**src/rtl/regbank_wport.sv**
```systemverilog
// regbank_wport
//   Receiving end of the writeback -> register-bank write path. Write requests
//   are queued in a small in-order buffer and retired one per cycle into a
//   register array (r15 = PC) plus a committed CPSR. Reads from decode see the
//   newest buffered value for their register, so in-flight writes are never
//   hidden. The fetch stage has its own PC write strobe and PC output.
//
// Ports
//   clk          clock, all state updates on the rising edge
//   reset        asynchronous, active-low reset
//   triggerInw   write request valid; writer holds it until accepted
//   dataIn       write data
//   addrw        destination register
//   cpsrIn       CPSR value that commits together with the write
//   readyOutW    buffer not full (combinational from the entry count)
//   holdIn       1 = suspend retirement, the buffer only fills
//   triggerInr   read request
//   addrr        register to read
//   readyOutR    read data valid, one-cycle pulse the edge after a request
//   dataOut      read data, holds its last value between reads
//   pcWe         PC write strobe from fetch
//   pcIn         PC value from fetch
//   pcOut        r15 array value, registered
//   cpsrOut      committed CPSR (retired writes only)
//   pendingOut   number of buffered writes, 0..DEPTH

module regbank_wport #(
    parameter  int DW    = 32,
    parameter  int NREG  = 16,
    parameter  int DEPTH = 4,
    localparam int AW    = $clog2(NREG),
    localparam int PW    = $clog2(DEPTH),
    localparam int CNT_W = PW + 1
) (
    input  logic             clk,
    input  logic             reset,
    input  logic             triggerInw,
    input  logic [DW-1:0]    dataIn,
    input  logic [AW-1:0]    addrw,
    input  logic [DW-1:0]    cpsrIn,
    output logic             readyOutW,
    input  logic             holdIn,
    input  logic             triggerInr,
    input  logic [AW-1:0]    addrr,
    output logic             readyOutR,
    output logic [DW-1:0]    dataOut,
    input  logic             pcWe,
    input  logic [DW-1:0]    pcIn,
    output logic [DW-1:0]    pcOut,
    output logic [DW-1:0]    cpsrOut,
    output logic [CNT_W-1:0] pendingOut
);

    localparam logic [AW-1:0] PC_IDX = AW'(NREG - 1);

    logic [DW-1:0]    regs [NREG];
    logic [DW-1:0]    cpsr_q;

    logic [AW-1:0]    fifo_addr [DEPTH];
    logic [DW-1:0]    fifo_data [DEPTH];
    logic [DW-1:0]    fifo_cpsr [DEPTH];
    logic [PW-1:0]    wr_ptr;
    logic [PW-1:0]    rd_ptr;
    logic [CNT_W-1:0] count;

    logic             push;
    logic             pop;
    logic [AW-1:0]    head_addr;
    logic             retire_pc;
    logic [PW-1:0]    slot_idx;
    logic [DW-1:0]    read_val;

    // A full buffer refuses a push even if it pops on the same edge: the slot
    // freed by the pop only becomes visible through readyOutW a cycle later.
    assign readyOutW  = (count < CNT_W'(DEPTH));
    assign push       = triggerInw && readyOutW;
    assign pop        = !holdIn && (count != '0);
    assign head_addr  = fifo_addr[rd_ptr];
    assign retire_pc  = pop && (head_addr == PC_IDX);
    assign pendingOut = count;
    assign cpsrOut    = cpsr_q;

    // Forwarding: walk the live entries oldest to newest and keep the last
    // match, so the newest buffered write to the register wins. The entry
    // retiring this edge is the oldest, so it is only chosen when nothing
    // younger matches. A write arriving on this same edge is not visible yet.
    always_comb begin
        read_val = regs[addrr];
        slot_idx = '0;
        for (int k = 0; k < DEPTH; k++) begin
            slot_idx = rd_ptr + PW'(k);
            if ((CNT_W'(k) < count) && (fifo_addr[slot_idx] == addrr)) begin
                read_val = fifo_data[slot_idx];
            end
        end
    end

    // NOTE: the buffer payload has no reset; entries are only ever read when
    // the count says they are live, and the pointers/count are reset instead.
    always_ff @(posedge clk) begin
        if (push) begin
            fifo_addr[wr_ptr] <= addrw;
            fifo_data[wr_ptr] <= dataIn;
            fifo_cpsr[wr_ptr] <= cpsrIn;
        end
    end

    always_ff @(posedge clk or negedge reset) begin
        if (!reset) begin
            wr_ptr <= '0;
            rd_ptr <= '0;
            count  <= '0;
        end else begin
            if (push) wr_ptr <= wr_ptr + 1'b1;
            if (pop)  rd_ptr <= rd_ptr + 1'b1;
            case ({push, pop})
                2'b10:   count <= count + 1'b1;
                2'b01:   count <= count - 1'b1;
                default: count <= count;
            endcase
        end
    end

    // Architectural state. A retire to r15 and a fetch PC write on the same
    // edge resolve in favour of the retire; the fetch write is dropped.
    always_ff @(posedge clk or negedge reset) begin
        if (!reset) begin
            for (int i = 0; i < NREG; i++) regs[i] <= '0;
            cpsr_q <= '0;
        end else begin
            if (pop) begin
                regs[head_addr] <= fifo_data[rd_ptr];
                cpsr_q          <= fifo_cpsr[rd_ptr];
            end
            if (pcWe && !retire_pc) begin
                regs[PC_IDX] <= pcIn;
            end
        end
    end

    // Output registers: read port and PC. pcOut samples the array, so it
    // follows any r15 write one edge later.
    always_ff @(posedge clk or negedge reset) begin
        if (!reset) begin
            readyOutR <= 1'b0;
            dataOut   <= '0;
            pcOut     <= '0;
        end else begin
            readyOutR <= triggerInr;
            if (triggerInr) dataOut <= read_val;
            pcOut <= regs[PC_IDX];
        end
    end

endmodule

```
**config.mk**
```make
export PLATFORM = sky130hd
export DESIGN_NAME = regbank_wport
export DESIGN_NICKNAME = d
export VERILOG_FILES = /design/src/rtl/regbank_wport.sv
export SDC_FILE = /design/constraint.sdc
export NUM_CORES = 1
export LEC_CHECK = 0
export BUFFER_PORTS_ARGS = -buffer_cell sky130_fd_sc_hd__buf_2
export CAP_MARGIN = 5
export CORE_MARGIN = 4
export CORE_UTILIZATION = 60
export DETAILED_ROUTE_END_ITERATION = 10
export PLACE_DENSITY = 0.79
export SYNTH_ARGS = -nofsm -noshare
export SYNTH_HDL_FRONTEND = slang
export SYNTH_SLANG_ARGS = --single-unit
```
**constraint.sdc**
```tcl
create_clock -name clk -period 3.4 [get_ports clk]
set_clock_uncertainty 0.1 [all_clocks]
set_input_delay 0.17 -clock clk [delete_from_list [all_inputs] [get_ports clk]]
set_output_delay 0.17 -clock clk [all_outputs]
set_load 0.02 [all_outputs]
```
# Yosys cells after proc, flatten, opt, wreduce, memory -nomap -nowiden

Memory sizes are Yosys's and may differ from the RTL's. A register that Yosys moved wholly into a read port is not among the register bits.
Index checks and enable logic that the tools add are counted.

Bits in registers: 584
Bits in writable memories: 272
Input port bits: 110
Memories kept: 3

Memories:

| name      | words | bits a word | read ports | clocked after memory_dff | write ports | line | text |
|---|---|---|---|---|---|---|---|
| fifo_cpsr | 4     | 32          | 1          | 1                        | 1           | 61   | `logic [DW-1:0] fifo_cpsr [DEPTH];` |
| fifo_data | 4     | 32          | 4          | 0                        | 1           | 60   | `logic [DW-1:0] fifo_data [DEPTH];` |
| fifo_addr | 4     | 4           | 4          | 0                        | 1           | 59   | `logic [AW-1:0] fifo_addr [DEPTH];` |

Add/sub/neg operators: 6
Order comparisons: 8
Equal/unequal tests: 7
Muxes and demuxes: 15
Bitwise logic cells: 2
Reduce and logical (&&, ||, !) cells: 15

Operator list:

| kind                                                      | number |
|---|---|
| bitwise mux 512 bit                                       | 1 |
| 2-to-1 mux 32 bit                                         | 9 |
| binary-select mux 32 bit (select 4 bit)                   | 1 |
| demux 32 bit (select 4 bit)                               | 1 |
| equality test 4 bit                                       | 4 |
| greater-or-equal comparator 5 bit (second input constant) | 2 |
| NOT 4 -> 5 bit                                            | 2 |
| logical AND 1 bit                                         | 9 |
| < comparator 1 x 3 -> 1 bit (first input constant)        | 2 |
| < comparator 2 x 3 -> 1 bit (first input constant)        | 2 |
| one-hot mux 3 bit (2 select lines)                        | 1 |
| < comparator 5 x 1 -> 1 bit (second input constant)       | 1 |
| adder 2 x 1 -> 2 bit (second input constant)              | 2 |
| adder 2 bit (second input constant)                       | 2 |
| equality test 4 bit (second input constant)               | 1 |
| nonzero test 2 bit                                        | 2 |
| adder 3 x 1 -> 3 bit (second input constant)              | 1 |
| logical NOT 1 bit                                         | 3 |
| < comparator 3 bit (second input constant)                | 1 |
| nonzero test 3 bit                                        | 1 |
| subtractor 3 x 1 -> 3 bit (second input constant)         | 1 |
| equality test 2 x 1 -> 1 bit (second input constant)      | 1 |
| equality test 2 bit (second input constant)               | 1 |
| 2-to-1 mux 1 bit                                          | 2 |

# Depth between registers and ports, before layout

An unclocked memory read counts as a cell.

Word-level depth: 9
Depth in mapped cells: 12
Gate-level depth less buffers: 8

# Least setup slack after synthesis

No wires, ideal clock.

Path type: register to register
From: reg count[2], in the netlist pendingOut[2]
To: mem fifo_addr[0][0] (netlist name) (enable)
Setup time: 0.433 ns
Arrival: 2.468 ns
Path slack: 0.399 ns
Cell stages (with the launch flop): 4
Cell sequence: dfrtp_1 -> nor2b_1 -> clkbuf_1 -> and2_1

Word-level cells in the longest chain between the ends: 4

Ends and longest elaborated chain:

| what                                   | line | text |
|---|---|---|
| from (decl)                            | 64   | `logic [CNT_W-1:0] count;` |
| from (signal assigned)                 | 117  | `2'b10: count <= count + 1'b1;` |
| from (signal assigned)                 | 118  | `2'b01: count <= count - 1'b1;` |
| from (signal assigned)                 | 119  | `default: count <= count;` |
| < comparator 3 bit                     | 75   | `assign readyOutW = (count < CNT_W'(DEPTH));` |
| logical AND 1 bit                      | 76   | `assign push = triggerInw && readyOutW;` |
| 2-to-1 mux 1 bit                       | 101  | `if (push) begin` |
| 2-to-1 mux 1 bit (not written as such) | 102  | `fifo_addr[wr_ptr] <= addrw;` |
| to (decl)                              | 59   |  |

Every way passes these cells.

# Worst setup path after layout

From: reg rd_ptr[0]
To: reg dataOut[2]

Word-level cells in the longest chain between the ends: 7
Elaborated cells between the ends (all ways): 17
Classes of those cells: add/sub (3); eq/ne (4); mux (4); reduce/logical (4); memory (2)

Ends and longest elaborated chain:

| what                                                       | line | text |
|---|---|---|
| from (decl)                                                | 63   | `logic [PW-1:0] rd_ptr;` |
| from (signal assigned)                                     | 115  | `if (pop) rd_ptr <= rd_ptr + 1'b1;` |
| adder 2 x 1 -> 2 bit or memory (4 x 4 bit) (tied branches) | --   |  |
| memory (4 x 4 bit) or equality test 4 bit (tied branches)  | --   |  |
| equality test 4 bit or logical AND 1 bit (tied branches)   | 92   | `if ((CNT_W'(k) < count) && (fifo_addr[slot_idx] == addrr)) begin` |
| logical AND 1 bit or 2-to-1 mux 32 bit (tied branches)     | 92   |  |
| 2-to-1 mux 32 bit (2 in series)                            | 92   |  |
| 2-to-1 mux 32 bit *                                        | 92   |  |
| to (signal assigned)                                       | 150  | `if (triggerInr) dataOut <= read_val;` |
| to (decl)                                                  | 46   | `output logic [DW-1:0] dataOut,` |

Every way passes the cells marked *; elsewhere a longest branch is shown, timed or not.
A chain may end at the register's enable or synchronous reset.

==> report_table.html <==
<table>
<tr><th>Metric</th><th>Value</th></tr>
<tr><th colspan="2">Placed design</th></tr>
<tr><td>RD Place Congestion</td><td>0.848</td></tr>
<tr><td>Half-perimeter wire length after placement</td><td>63800 um</td></tr>
<tr><td>Total placed cells including tap cells</td><td>4036</td></tr>
<tr><td>Number of buffers inserted by port buffering</td><td>210</td></tr>
<tr><th colspan="2">Logic synthesis</th></tr>
<tr><td>Complex-gate fraction of the synthesized area</td><td>around 11%</td></tr>
<tr><td>Synth unique cells</td><td>47</td></tr>
<tr><td>Dominant combinational cell family by area after synthesis</td><td>multiplexers</td></tr>
<tr><td>Total standard cell area after synthesis</td><td>around 39000 um^2</td></tr>
<tr><td>Average footprint of a synthesized cell</td><td>12.6 um^2</td></tr>
<tr><td>XOR/XNOR share of the synthesized area</td><td>0.535%</td></tr>
<tr><td>Arithmetic-cell share of the synthesized area counting full adders, half adders and majority gates</td><td>less than 1%</td></tr>
<tr><td>Proportion of synthesized chip area in sequential cells</td><td>60.1%</td></tr>
<tr><td>Yosys warning count</td><td>0</td></tr>
<tr><td>Fraction of the mapped netlist area in simple logic gates</td><td>7.46%</td></tr>
<tr><td>Yosys reg bits</td><td>between 800 and 900</td></tr>
<tr><td>Nets in the synthesized netlist</td><td>around 3200</td></tr>
<tr><td>Share of cell area taken by muxes after synthesis</td><td>17.9%</td></tr>
<tr><td>Post-synthesis instance total</td><td>3123</td></tr>
<tr><th colspan="2">STA</th></tr>
<tr><td>Final hold slack</td><td>47.2 ps</td></tr>
<tr><td>Post-route minimum period</td><td>3340 ps</td></tr>
<tr><td>Number of pins exceeding their max-slew limit in the final report</td><td>0</td></tr>
<tr><td>Final Hold Violating Endpoints</td><td>0</td></tr>
<tr><td>Achievable frequency</td><td>300 MHz</td></tr>
<tr><td>Slew of the pin with the lowest slew margin</td><td>between 900 and 1000 ps</td></tr>
<tr><td>Worst relative slew slack</td><td>36.6%</td></tr>
<tr><td>Ratio of final minimum period to clock period</td><td>98.1%</td></tr>
<tr><td>Count of endpoints failing setup in the final report</td><td>0</td></tr>
<tr><th colspan="2">Routing</th></tr>
<tr><td>Starting DRT DRC Count</td><td>around 3500</td></tr>
<tr><td>Number of antenna-violating nets in the routed design</td><td>0</td></tr>
<tr><td>Detailed-route wire length per cell</td><td>25.0 um</td></tr>
<tr><td>Overall via count from detail_route</td><td>28100</td></tr>
<tr><td>Drc violations</td><td>0</td></tr>
<tr><td>Number of detailed-routing iterations run before antenna repair</td><td>6</td></tr>
<tr><td>Vias/cell</td><td>6.51</td></tr>
<tr><td>Sum of routed wire length over all layers</td><td>~110000 um</td></tr>
<tr><th colspan="2">Worst setup path</th></tr>
<tr><td>CP Launch Type</td><td>flop</td></tr>
<tr><td>Largest incremental delay on the critical path</td><td>600 ps</td></tr>
<tr><td>Category of the worst setup path capture point</td><td>flop</td></tr>
<tr><td>Critical path data required time</td><td>between 3000 and 4000 ps</td></tr>
<tr><td>Type of the worst setup path</td><td>flop to flop</td></tr>
<tr><td>Reg2Reg Depth</td><td>9</td></tr>
<tr><td>Largest fanout on the critical path</td><td>27</td></tr>
<tr><td>Cell chain of the critical path</td><td>buf_6 -&gt; mux4_2 -&gt; xnor2_1 -&gt; o211ai_1 -&gt; a21oi_2 -&gt; buf_4 -&gt; a21oi_1 -&gt; o31ai_1 -&gt; a31oi_1</td></tr>
<tr><td>CP arrival</td><td>around 3700 ps</td></tr>
<tr><td>Cell with the largest stage delay on the worst path</td><td>mux4_2</td></tr>
<tr><th colspan="2">Clocking</th></tr>
<tr><td>TritonCTS clock tree</td><td>done</td></tr>
<tr><td>Clock root buffer</td><td>clkbuf_16</td></tr>
<tr><td>H-tree depth</td><td>3</td></tr>
<tr><td>Number of clock buffers inserted by TritonCTS</td><td>87</td></tr>
<tr><td>Clock transition at path regs</td><td>roughly 60 ps</td></tr>
<tr><td>Maximum clock path buffer count</td><td>3</td></tr>
<tr><td>Skew-Pair Late Insertion Delay</td><td>660 ps</td></tr>
<tr><td>Number of clock sinks</td><td>888</td></tr>
<tr><th colspan="2">Power</th></tr>
<tr><td>Switch share</td><td>36.5%</td></tr>
<tr><td>Net switching power</td><td>approximately 15 mW</td></tr>
<tr><td>Maximum vdd drop</td><td>0.662 mV</td></tr>
<tr><td>Portion of total power attributed to sequential cells</td><td>40.0%</td></tr>
<tr><td>Part of the total power dissipated in the clock network</td><td>24.2%</td></tr>
<tr><td>Combinational group share of total power</td><td>35.8%</td></tr>
<tr><td>Power Dens Cells</td><td>914 nW/um^2</td></tr>
<tr><td>Internal power</td><td>approximately 27 mW</td></tr>
<tr><td>Leak</td><td>around 19 nW</td></tr>
<tr><th colspan="2">Global routing</th></tr>
<tr><td>Pin count of the biggest net entering global routing</td><td>142</td></tr>
<tr><td>Aggregate global-route resource usage</td><td>30.7%</td></tr>
<tr><td>Number of antenna violations at the first check in global routing</td><td>7</td></tr>
<tr><td>Total overflow reported by the global router</td><td>0</td></tr>
<tr><td>Number of global-route vias before repair</td><td>between 20000 and 30000</td></tr>
<tr><td>First-pass GRT wire length</td><td>167000 um</td></tr>
<tr><th colspan="2">Die</th></tr>
<tr><td>Die span in x</td><td>~260 um</td></tr>
<tr><td>Core area</td><td>64600 um^2</td></tr>
<tr><td>Ports placed on the boundary</td><td>211</td></tr>
<tr><td>Die Ht</td><td>~260 um</td></tr>
<tr><td>Core Rows</td><td>between 90 and 100</td></tr>
<tr><td>Starting utilization of the core area</td><td>60.8%</td></tr>
<tr><td>Die area</td><td>around 70000 um^2</td></tr>
<tr><th colspan="2">Final layout</th></tr>
<tr><td>Final Instance Count excl. Fillers</td><td>roughly 4300</td></tr>
<tr><td>Highest-count cells in the layout ignoring fill and taps</td><td>dfrtp_1 (614), nand2_1 (532), o21ai_0 (484), edfxtp_1 (272), buf_2 (207)</td></tr>
<tr><td>Final nets</td><td>3497</td></tr>
<tr><td>Number of fillers in the final layout</td><td>approximately 4000</td></tr>
<tr><td>Growth of design area from synthesis to finish</td><td>16.8%</td></tr>
<tr><td>Fraction of layout cells with a size suffix above 1</td><td>24.7%</td></tr>
<tr><td>Most common cell after layout, fill and taps aside</td><td>dfrtp_1</td></tr>
<tr><th colspan="2">Run</th></tr>
<tr><td>Max cap viols</td><td>0</td></tr>
<tr><th colspan="2">Run status</th></tr>
<tr><td>Run status</td><td>finished, final reports clean</td></tr>
<tr><th colspan="2">Min path</th></tr>
<tr><td>Hold/Removal Path Class</td><td>input pin to async pin</td></tr>
</table>
## worst paths after layout
check / start / end / slack [ps]
setup reg to reg: rd_ptr[0] / dataOut[2] / 60
hold reg to reg: regs[6] / pcOut[6] / 300
max in group asynchronous: reset / regs[19] / 2000
setup / recovery: rd_ptr[0] / dataOut[2] / 60
hold / removal: reset / cpsrOut[18] / 50
min in group clk: dataIn[4] / fifo_data[3][4] / 160
## flip-flops by register name, summed over array words and instances (netlist names), 3 cells and up
| register | count |
|---|---|
| cpsrOut | 32 |
| dataOut | 32 |
| fifo_addr | 16 |
| fifo_cpsr | 128 |
| fifo_data | 128 |
| pcOut | 32 |
| pendingOut | 3 |
| regs | 512 |
## per-layer routing
| metal | vias to the layer above | track usage [%] | share of wire, % |
|---|---|---|---|
| li1 | 11900 | - | - |
| met1 | 14300 | 39.6 | 37 |
| met2 | 1584 | 51.4 | 50 |
| met3 | 329 | 7.00 | 9.6 |
| met4 | 4 | 11.8 | 3.9 |
| met5 | - | 0 | 0.025 |
## cell type report
type	instances	area (um^2)	area share, %
sequential	888	23600	51.4
multi-input combinational	1962	14700	32.0
timing repair buffer	431	3450	7.52
clock buffer	120	2480	5.41
tap	855	1070	2.33
clock inverter	39	546	1.19
inverter	9	36.3	0.0791
antenna	7	17.5	0.0382
## cell usage after synthesis, drive strengths merged
cell,n,share of area [%]
dfrtp,616,39
or4,1,0.029
nand3,7,0.089
a311oi,1,0.022
mux4,203,12
ha,8,0.25
and2,8,0.13
o31ai,22,0.42
inv,8,0.076
nand2,543,5.2
nand4,1,0.016
a2111oi,1,0.022
o211ai,1,0.019
mux2i,103,2.6
or3,1,0.016
buf,58,0.76
o21ai,517,6.6
nor2b,46,0.73
xnor2,14,0.31
o32a,9,0.23
a31oi,40,0.64
edfxtp,272,21
a221oi,9,0.20
a211oi,56,1.3
o22ai,9,0.14
mux2,128,3.7
nor3,2,0.025
clkinv,1,0.0095
a221o,1,0.025
nor2,107,1.0
xor2,10,0.22
or2,11,0.18
clkbuf,206,2.0
a21oi,102,1.3
and3,1,0.016
## through the flow
stage	setup TNS, ps	util, %	worst slack (ps)	power, mW	area, um^2
2_1_floorplan	0	-	399	26.0	39300
3_3_place_gp	0	64.6	316	30.0	41700
3_5_place_dp	0	64.6	243	31.0	41700
4_1_cts	0	70.9	109	41.4	45800
5_1_grt	-13.9	71.0	-13.9	43.8	45800
6_report	0	71.0	62.9	41.9	45900
## power by group through the flow
stage          sequential (mW)  combinational (mW)  clock (mW)
2_1_floorplan             16.7                9.32           0
3_3_place_gp              16.4                13.6           0
3_5_place_dp              16.8                14.2           0
4_1_cts                   16.7                14.6        10.2
5_1_grt                   17.0                16.1        10.7
6_report                  16.8                15.0        10.2
## worst max-delay path: cells and delay by family (launching register included)
| kind | cells | cell delay, ps |
|---|---|---|
| xor+xnor | 1 | 270 |
| buf+inv | 2 | 720 |
| compound gates | 5 | 900 |
| flops | 1 | 570 |
| mux | 1 | 600 |
## timing repair
item | 4_1_cts | 5_1_grt
hold buffers | 104 | 0
buffers inserted | 0 | 5
endpoints found under the setup margin | 0 | 10
resized for setup | 0 | 3
endpoints found under the hold margin | 389 | 0
## kinds of logic (layout without fill, tap and decap cells)
group | count (synthesis) | after routing
flops | 888 | 888
compound gates | 768 | 768
simple gates | 728 | 728
mux | 434 | 434
buf+inv | 273 | 599
xor+xnor | 24 | 24
fa+ha+maj | 8 | 8
other cells | 0 | 7
Note: power is estimated with default switching activity, not from simulation.
